**src/rtl/alu_seq.sv**
```systemverilog
// alu_seq: handshaked, registered ALU sitting between register-file read and writeback.
// Most ops complete in one cycle. MUL uses shift-add and DIVU uses restoring division.
// Each of these two iterative ops produces one result bit per cycle for WIDTH cycles.
//
// Ports:
//   clk, rst_n            clock, asynchronous active-low reset
//   in_valid / in_ready   operand handshake; in_ready is high only in IDLE
//   op, cin               operation code, carry/borrow in for ADD/SUB
//   alu_a, alu_b          source / destination operands
//   out_valid / out_ready result handshake; the result is held in HOLD until taken
//   alu_out, alu_out_hi   result low half, and the high half (MUL high, DIVU remainder)
//   c, z, v, s            carry/borrow, zero, overflow, sign of alu_out
module alu_seq #(
    parameter int WIDTH = 16
) (
    input  logic             clk,
    input  logic             rst_n,
    input  logic             in_valid,
    output logic             in_ready,
    input  logic [3:0]       op,
    input  logic             cin,
    input  logic [WIDTH-1:0] alu_a,
    input  logic [WIDTH-1:0] alu_b,
    output logic             out_valid,
    input  logic             out_ready,
    output logic [WIDTH-1:0] alu_out,
    output logic [WIDTH-1:0] alu_out_hi,
    output logic             c,
    output logic             z,
    output logic             v,
    output logic             s
);

    localparam int CW = $clog2(WIDTH);
    localparam logic [WIDTH-1:0] W_VAL = WIDTH'(WIDTH);
    localparam logic [CW-1:0]    LAST  = CW'(WIDTH - 1);

    localparam logic [3:0] OP_ADD  = 4'b0000;
    localparam logic [3:0] OP_SUB  = 4'b0001;
    localparam logic [3:0] OP_AND  = 4'b0010;
    localparam logic [3:0] OP_OR   = 4'b0011;
    localparam logic [3:0] OP_XOR  = 4'b0100;
    localparam logic [3:0] OP_SHL  = 4'b0101;
    localparam logic [3:0] OP_SHR  = 4'b0110;
    localparam logic [3:0] OP_NOT  = 4'b1000;
    localparam logic [3:0] OP_ROL  = 4'b1001;
    localparam logic [3:0] OP_ROR  = 4'b1010;
    localparam logic [3:0] OP_MUL  = 4'b1011;
    localparam logic [3:0] OP_DIVU = 4'b1100;

    typedef enum logic [1:0] {IDLE, CALC, HOLD} state_t;

    state_t           state;
    logic             is_mul;
    logic [CW-1:0]    cnt;
    logic [WIDTH-1:0] operand_r;
    logic [WIDTH-1:0] work_hi;
    logic [WIDTH-1:0] work_lo;

    // Single-cycle datapath, evaluated directly from the inputs presented in IDLE.
    logic [WIDTH:0]   add_sum;
    logic [WIDTH:0]   sub_diff;
    logic [WIDTH-1:0] rot_amt;
    logic             shift_big;
    logic             iterative;
    logic [WIDTH-1:0] sc_lo;
    logic [WIDTH-1:0] sc_hi;
    logic             sc_c;
    logic             sc_v;

    // The borrow is the top bit of a (WIDTH+1)-bit subtraction.
    // This sets c exactly when b < a + cin over the full operand range.
    assign add_sum   = {1'b0, alu_b} + {1'b0, alu_a} + {{WIDTH{1'b0}}, cin};
    assign sub_diff  = {1'b0, alu_b} - {1'b0, alu_a} - {{WIDTH{1'b0}}, cin};
    assign rot_amt   = alu_a % W_VAL;
    assign shift_big = (alu_a >= W_VAL);
    // Dividing by zero takes the single-cycle path instead of iterating.
    assign iterative = (op == OP_MUL) || ((op == OP_DIVU) && (alu_a != '0));

    always_comb begin
        sc_lo = '0;
        sc_hi = '0;
        sc_c  = 1'b0;
        sc_v  = 1'b0;
        case (op)
            OP_ADD: begin
                sc_lo = add_sum[WIDTH-1:0];
                sc_c  = add_sum[WIDTH];
                sc_v  = (alu_a[WIDTH-1] == alu_b[WIDTH-1]) &&
                        (add_sum[WIDTH-1] != alu_b[WIDTH-1]);
            end
            OP_SUB: begin
                sc_lo = sub_diff[WIDTH-1:0];
                sc_c  = sub_diff[WIDTH];
                sc_v  = (alu_a[WIDTH-1] != alu_b[WIDTH-1]) &&
                        (sub_diff[WIDTH-1] != alu_b[WIDTH-1]);
            end
            OP_AND: sc_lo = alu_b & alu_a;
            OP_OR:  sc_lo = alu_b | alu_a;
            OP_XOR: sc_lo = alu_b ^ alu_a;
            OP_SHL: begin
                sc_lo = shift_big ? '0 : (alu_b << alu_a);
                sc_c  = alu_b[WIDTH-1];
            end
            OP_SHR: begin
                sc_lo = shift_big ? '0 : (alu_b >> alu_a);
                sc_c  = alu_b[0];
            end
            OP_NOT: sc_lo = ~alu_b;
            // A rotate count of zero makes the second term a full-width shift.
            // That term is then zero, so b passes through unchanged.
            OP_ROL: sc_lo = (alu_b << rot_amt) | (alu_b >> (W_VAL - rot_amt));
            OP_ROR: sc_lo = (alu_b >> rot_amt) | (alu_b << (W_VAL - rot_amt));
            OP_DIVU: begin
                sc_lo = '1;
                sc_hi = alu_b;
                sc_v  = 1'b1;
            end
            default: ;
        endcase
    end

    // One iteration step.
    // MUL: {work_hi, work_lo} shifts right while the multiplicand is conditionally added.
    // DIVU: work_hi is the partial remainder, and quotient bits shift into work_lo.
    logic [WIDTH:0]   mul_sum;
    logic [WIDTH:0]   div_shift;
    logic [WIDTH:0]   div_sub;
    logic             div_ge;
    logic [WIDTH-1:0] next_hi;
    logic [WIDTH-1:0] next_lo;

    assign mul_sum   = {1'b0, work_hi} + (work_lo[0] ? {1'b0, operand_r} : '0);
    assign div_shift = {work_hi, work_lo[WIDTH-1]};
    assign div_ge    = (div_shift >= {1'b0, operand_r});
    assign div_sub   = div_shift - {1'b0, operand_r};

    always_comb begin
        if (is_mul) begin
            next_hi = mul_sum[WIDTH:1];
            next_lo = {mul_sum[0], work_lo[WIDTH-1:1]};
        end else begin
            next_hi = div_ge ? div_sub[WIDTH-1:0] : div_shift[WIDTH-1:0];
            next_lo = {work_lo[WIDTH-2:0], div_ge};
        end
    end

    assign in_ready = (state == IDLE);

    always_ff @(posedge clk or negedge rst_n) begin
        if (!rst_n) begin
            state      <= IDLE;
            is_mul     <= 1'b0;
            cnt        <= '0;
            operand_r  <= '0;
            work_hi    <= '0;
            work_lo    <= '0;
            out_valid  <= 1'b0;
            alu_out    <= '0;
            alu_out_hi <= '0;
            c          <= 1'b0;
            z          <= 1'b0;
            v          <= 1'b0;
            s          <= 1'b0;
        end else begin
            case (state)
                IDLE: begin
                    if (in_valid) begin
                        if (iterative) begin
                            // MUL: work_lo holds the multiplier and operand_r the multiplicand.
                            // DIVU: work_lo holds the dividend and operand_r the divisor.
                            is_mul    <= (op == OP_MUL);
                            operand_r <= (op == OP_MUL) ? alu_b : alu_a;
                            work_lo   <= (op == OP_MUL) ? alu_a : alu_b;
                            work_hi   <= '0;
                            cnt       <= '0;
                            state     <= CALC;
                        end else begin
                            alu_out    <= sc_lo;
                            alu_out_hi <= sc_hi;
                            c          <= sc_c;
                            v          <= sc_v;
                            z          <= (sc_lo == '0);
                            s          <= sc_lo[WIDTH-1];
                            out_valid  <= 1'b1;
                            state      <= HOLD;
                        end
                    end
                end
                CALC: begin
                    work_hi <= next_hi;
                    work_lo <= next_lo;
                    cnt     <= cnt + 1'b1;
                    if (cnt == LAST) begin
                        alu_out    <= next_lo;
                        alu_out_hi <= next_hi;
                        c          <= is_mul && (next_hi != '0);
                        v          <= is_mul && (next_hi != '0);
                        z          <= (next_lo == '0);
                        s          <= next_lo[WIDTH-1];
                        out_valid  <= 1'b1;
                        state      <= HOLD;
                    end
                end
                HOLD: begin
                    if (out_ready) begin
                        out_valid <= 1'b0;
                        state     <= IDLE;
                    end
                end
                default: state <= IDLE;
            endcase
        end
    end

endmodule
```
**config.mk**
```make
export PLATFORM = sky130hd
export DESIGN_NAME = alu_seq
export DESIGN_NICKNAME = d
export VERILOG_FILES = /design/src/rtl/alu_seq.sv
export SDC_FILE = /design/constraint.sdc
export NUM_CORES = 1
export LEC_CHECK = 0
export ABC_AREA = 1
export BUFFER_PORTS_ARGS = -buffer_cell sky130_fd_sc_hd__buf_2
export CAP_MARGIN = 5
export CORE_MARGIN = 10
export CORE_UTILIZATION = 50
export CTS_BUF_LIST = sky130_fd_sc_hd__clkbuf_8
export DETAILED_ROUTE_END_ITERATION = 6
export PLACE_DENSITY = 0.75
export SLEW_MARGIN = 20
export SYNTH_ARGS = -nofsm -noshare
export SYNTH_HDL_FRONTEND = slang
export SYNTH_SLANG_ARGS = --single-unit
```
**constraint.sdc**
```tcl
create_clock -name clk -period 4.8 [get_ports clk]
set_input_delay 0.48 -clock clk [delete_from_list [all_inputs] [get_ports clk]]
set_output_delay 0.48 -clock clk [all_outputs]
set_load 0.05 [all_outputs]
```
==> impl_metrics.py <==
metrics = {
    "sta": {
        "finalWorstSetupSlack_ns": 1.39,
        "hold_ws_ns": 0.0458,
        "setup_tns_ns": 0,
        "slew_headroom_pct": 31.8,
        "setup_viol_count_final": 0,
        "fmax_mhz": 293,
        "min_period_over_period_pct": 71.1,
        "period_needed_ns": 3.41,
        "slew_viol_final": 0,
        "finalHoldViolCount": 0,
        "fin_skew_ns": 0.0221,
        "worst_pin_slew_ns": 1.02,
        "grt_setup_unrepaired": "false",
    },
    "power_and_ir_drop": {
        "p_per_area_nw_per_um2": 536,
        "switching_share_pct": 59.7,
        "seqPwrFrac_pct": 20.5,
        "p_clk_share_pct": 8.0,
        "comb_power_share_pct": 71.5,
        "p_int_w": 0.00293,
        "ir_drop_mv": 0.437,
        "p_sw_w": 0.00433,
        "power_leakage_nw": 7.08,
    },
    "cts": {
        "clockBufferDepth": 2,
        "post-cts-setup-buffer-count": 0,
        "cts.clk_slew.worst_paths_ns": 0.12,
        "cts.sinks": 91,
        "hold_buffers": 0,
        "cts-htree-levels": 3,
        "cts_root_buf": "clkbuf_8",
        "cts_made_buffers": 9,
        "worstSkewPairLatency_ns": 0.39,
        "cts_tree": "yes",
        "cts_resized": 0,
    },
    "place": {
        "pre_cts_slack_ns": 1.14,
        "dp.final_hpwl_um": 44600,
        "globalplace.congestion": 1.08,
        "port_buffers": 78,
        "numPlacedInstances": 2550,
    },
    "worst_setup_path": {
        "critPathMaxFanout": 18,
        "end_kind": "flop",
        "critPathKind": "reg -> reg",
        "cp_data_required_time_ns": 5.09,
        "crit_arrival_ns": 3.70,
        "cp-start-kind": "flop",
    },
    "floorplan": {
        "die_width_um": 180,
        "pin_count": 79,
        "die_height_um": 180,
        "placementRows": 58,
        "initial_core_util_pct": 50.7,
        "die_area_sq_um": 32300,
        "core_sq_um": 25100,
    },
    "global_routing": {
        "antenna_found_initial": 0,
        "grt_pass1_vias": 15080,
        "grt_max_degree": 56,
        "grt_pass1_wl_um": 88200,
        "track_usage_pct": 33.9,
        "gr-total-overflow": 0,
    },
    "flow_run": {
        "maxCapViolations": 0,
    },
    "final_layout": {
        "syn_to_final_growth_pct": 6.23,
        "instances_no_fill": 2567,
        "nets": 2375,
        "mostFrequentLayoutCells": "nand2_1, nand3_1, inv_1, nor2_1, a21oi_1",
        "drive_above_1_share_pct": 8.18,
        "layout_commonest_cell": "nand2_1",
    },
    "route": {
        "viasPerCell": 6.20,
        "dr.pass1.iters": 7,
        "wl_per_cell_um": 22.3,
        "ant_nets": 0,
        "routed_wl_um": 57200,
        "drc": 0,
        "num_vias": 15927,
        "drtIter0Drc": 2426,
    },
    "yosys": {
        "synth_area_sq_um": 12700,
        "netlist-cell-type-count": 45,
        "syn_inst": 2206,
        "yosysWarnings": 0,
        "ys.flop_type": "dfrtp_1",
        "synth_edf_count": 0,
        "async_flop_share_pct": 100,
        "syn-num-nets": 2350,
        "ys_ff_latch": 91,
        "seq_area_frac_synth_pct": 17.9,
        "avgSynthCellArea_sq_um": 5.77,
    },
    "worst_hold_path": {
        "hold_class": "in -> async",
    },
    "status": {
        "status": "finished clean",
    },
}
-- cell usage after synthesis, types with 5 or more instances --
cell / number / area (sq um)
a211oi_1: 7 / 52.6
a21oi_1: 148 / 741
a31oi_1: 32 / 200
and2_1: 6 / 37.5
buf_1: 5 / 18.8
buf_2: 31 / 155
buf_4: 6 / 45.0
buf_6: 8 / 90.1
clkbuf_1: 41 / 154
dfrtp_1: 91 / 2280
fa_1: 6 / 120
ha_1: 97 / 1210
inv_1: 201 / 754
inv_2: 13 / 48.8
nand2_1: 675 / 2530
nand2_2: 21 / 131
nand3_1: 316 / 1580
nand3b_1: 6 / 45.0
nand4_1: 21 / 131
nor2_1: 201 / 754
nor2_2: 5 / 31.3
nor3_1: 14 / 70.1
o211ai_1: 27 / 203
o21ai_0: 146 / 731
o21ai_1: 14 / 70.1
o22ai_1: 9 / 56.3
or2_2: 5 / 31.3
xnor2_1: 10 / 87.6
xor2_1: 7 / 61.3
-- power groups by stage --
| stage | registers [W] | logic [W] | clock network [W] |
|---|---|---|---|
| CTS | 0.00147 | 0.00509 | 0.000577 |
| detailed placement | 0.00149 | 0.00506 | 0 |
| finish | 0.00149 | 0.00519 | 0.000580 |
| global placement | 0.00148 | 0.00501 | 0 |
| floorplan | 0.00189 | 0.00328 | 0 |
| global route | 0.00153 | 0.00570 | 0.000605 |
-- cell families after synthesis --
kind of cell	synth area share (%)
simple gates	43.0
compound gates	17.5
buf+inv	10.0
fa+ha+maj	10.5
flops	17.9
xor+xnor	1.17
-- metrics by stage --
step / power (W) / util (%) / instance area [sq um]
floorplan: 0.00517 / - / 12700
global placement: 0.00649 / 53.0 / 13300
detailed placement: 0.00655 / 53.1 / 13300
CTS: 0.00714 / 53.8 / 13500
global route: 0.00783 / 53.9 / 13500
finish: 0.00726 / 53.9 / 13500
-- critical path: stages, from the launching register on --
cell and delay (ns):
dfrtp_1 0.65, nand2_1 0.15, inv_1 0.05, ha_1 0.23
fa_1 0.47, nand3_1 0.11, nand2_1 0.14, nand3_1 0.11
nand2_1 0.10, xnor2_1 0.25, o21ai_0 0.15, nor2_1 0.26
nand2_1 0.08, nor2_1 0.22, nand2_1 0.09, nand2_1 0.16
a21oi_1 0.09
-- registers in the layout (all words and copies together), names as in the netlist --
signal and cells:
cnt 4, work_lo 16, c 1, v 1, operand_r 16, z 1, work_hi 16, state 2
alu_out_hi 16, out_valid 1, is_mul 1, alu_out 16
-- area by class of cell --
type | instances | area, sq um
timing repair buffer | 106 | 623
tap | 330 | 413
inverter | 215 | 807
sequential | 91 | 2280
clock buffer | 9 | 124
fill | 2755 | 11600
clock inverter | 7 | 75.1
antenna | 1 | 2.50
multi-input combinational | 1808 | 9210
-- layer usage --
layer | GRT usage (%) | vias up | wire length [um]
li1 | - | 7373 | -
met1 | 42.8 | 7355 | 22300
met3 | 5.20 | 198 | 5700
met2 | 55.3 | 1001 | 26100
met4 | 16.5 | 0 | 3130
met5 | 0 | - | 0
-- worst paths after layout --
check,start,end,slack (ns),depth (start not counted)
setup / recovery,work_lo[0],c,1.39,16
hold / removal,rst_n,state[0],0.05,1
setup reg to reg,work_lo[0],c,1.39,16
hold reg to reg,alu_out[13],alu_out[13],0.49,2
max in group asynchronous,rst_n,work_hi[7],3.65,2
min in group clk,out_ready,state[1],0.29,2
No activity file was read; power rests on OpenSTA's default activity.
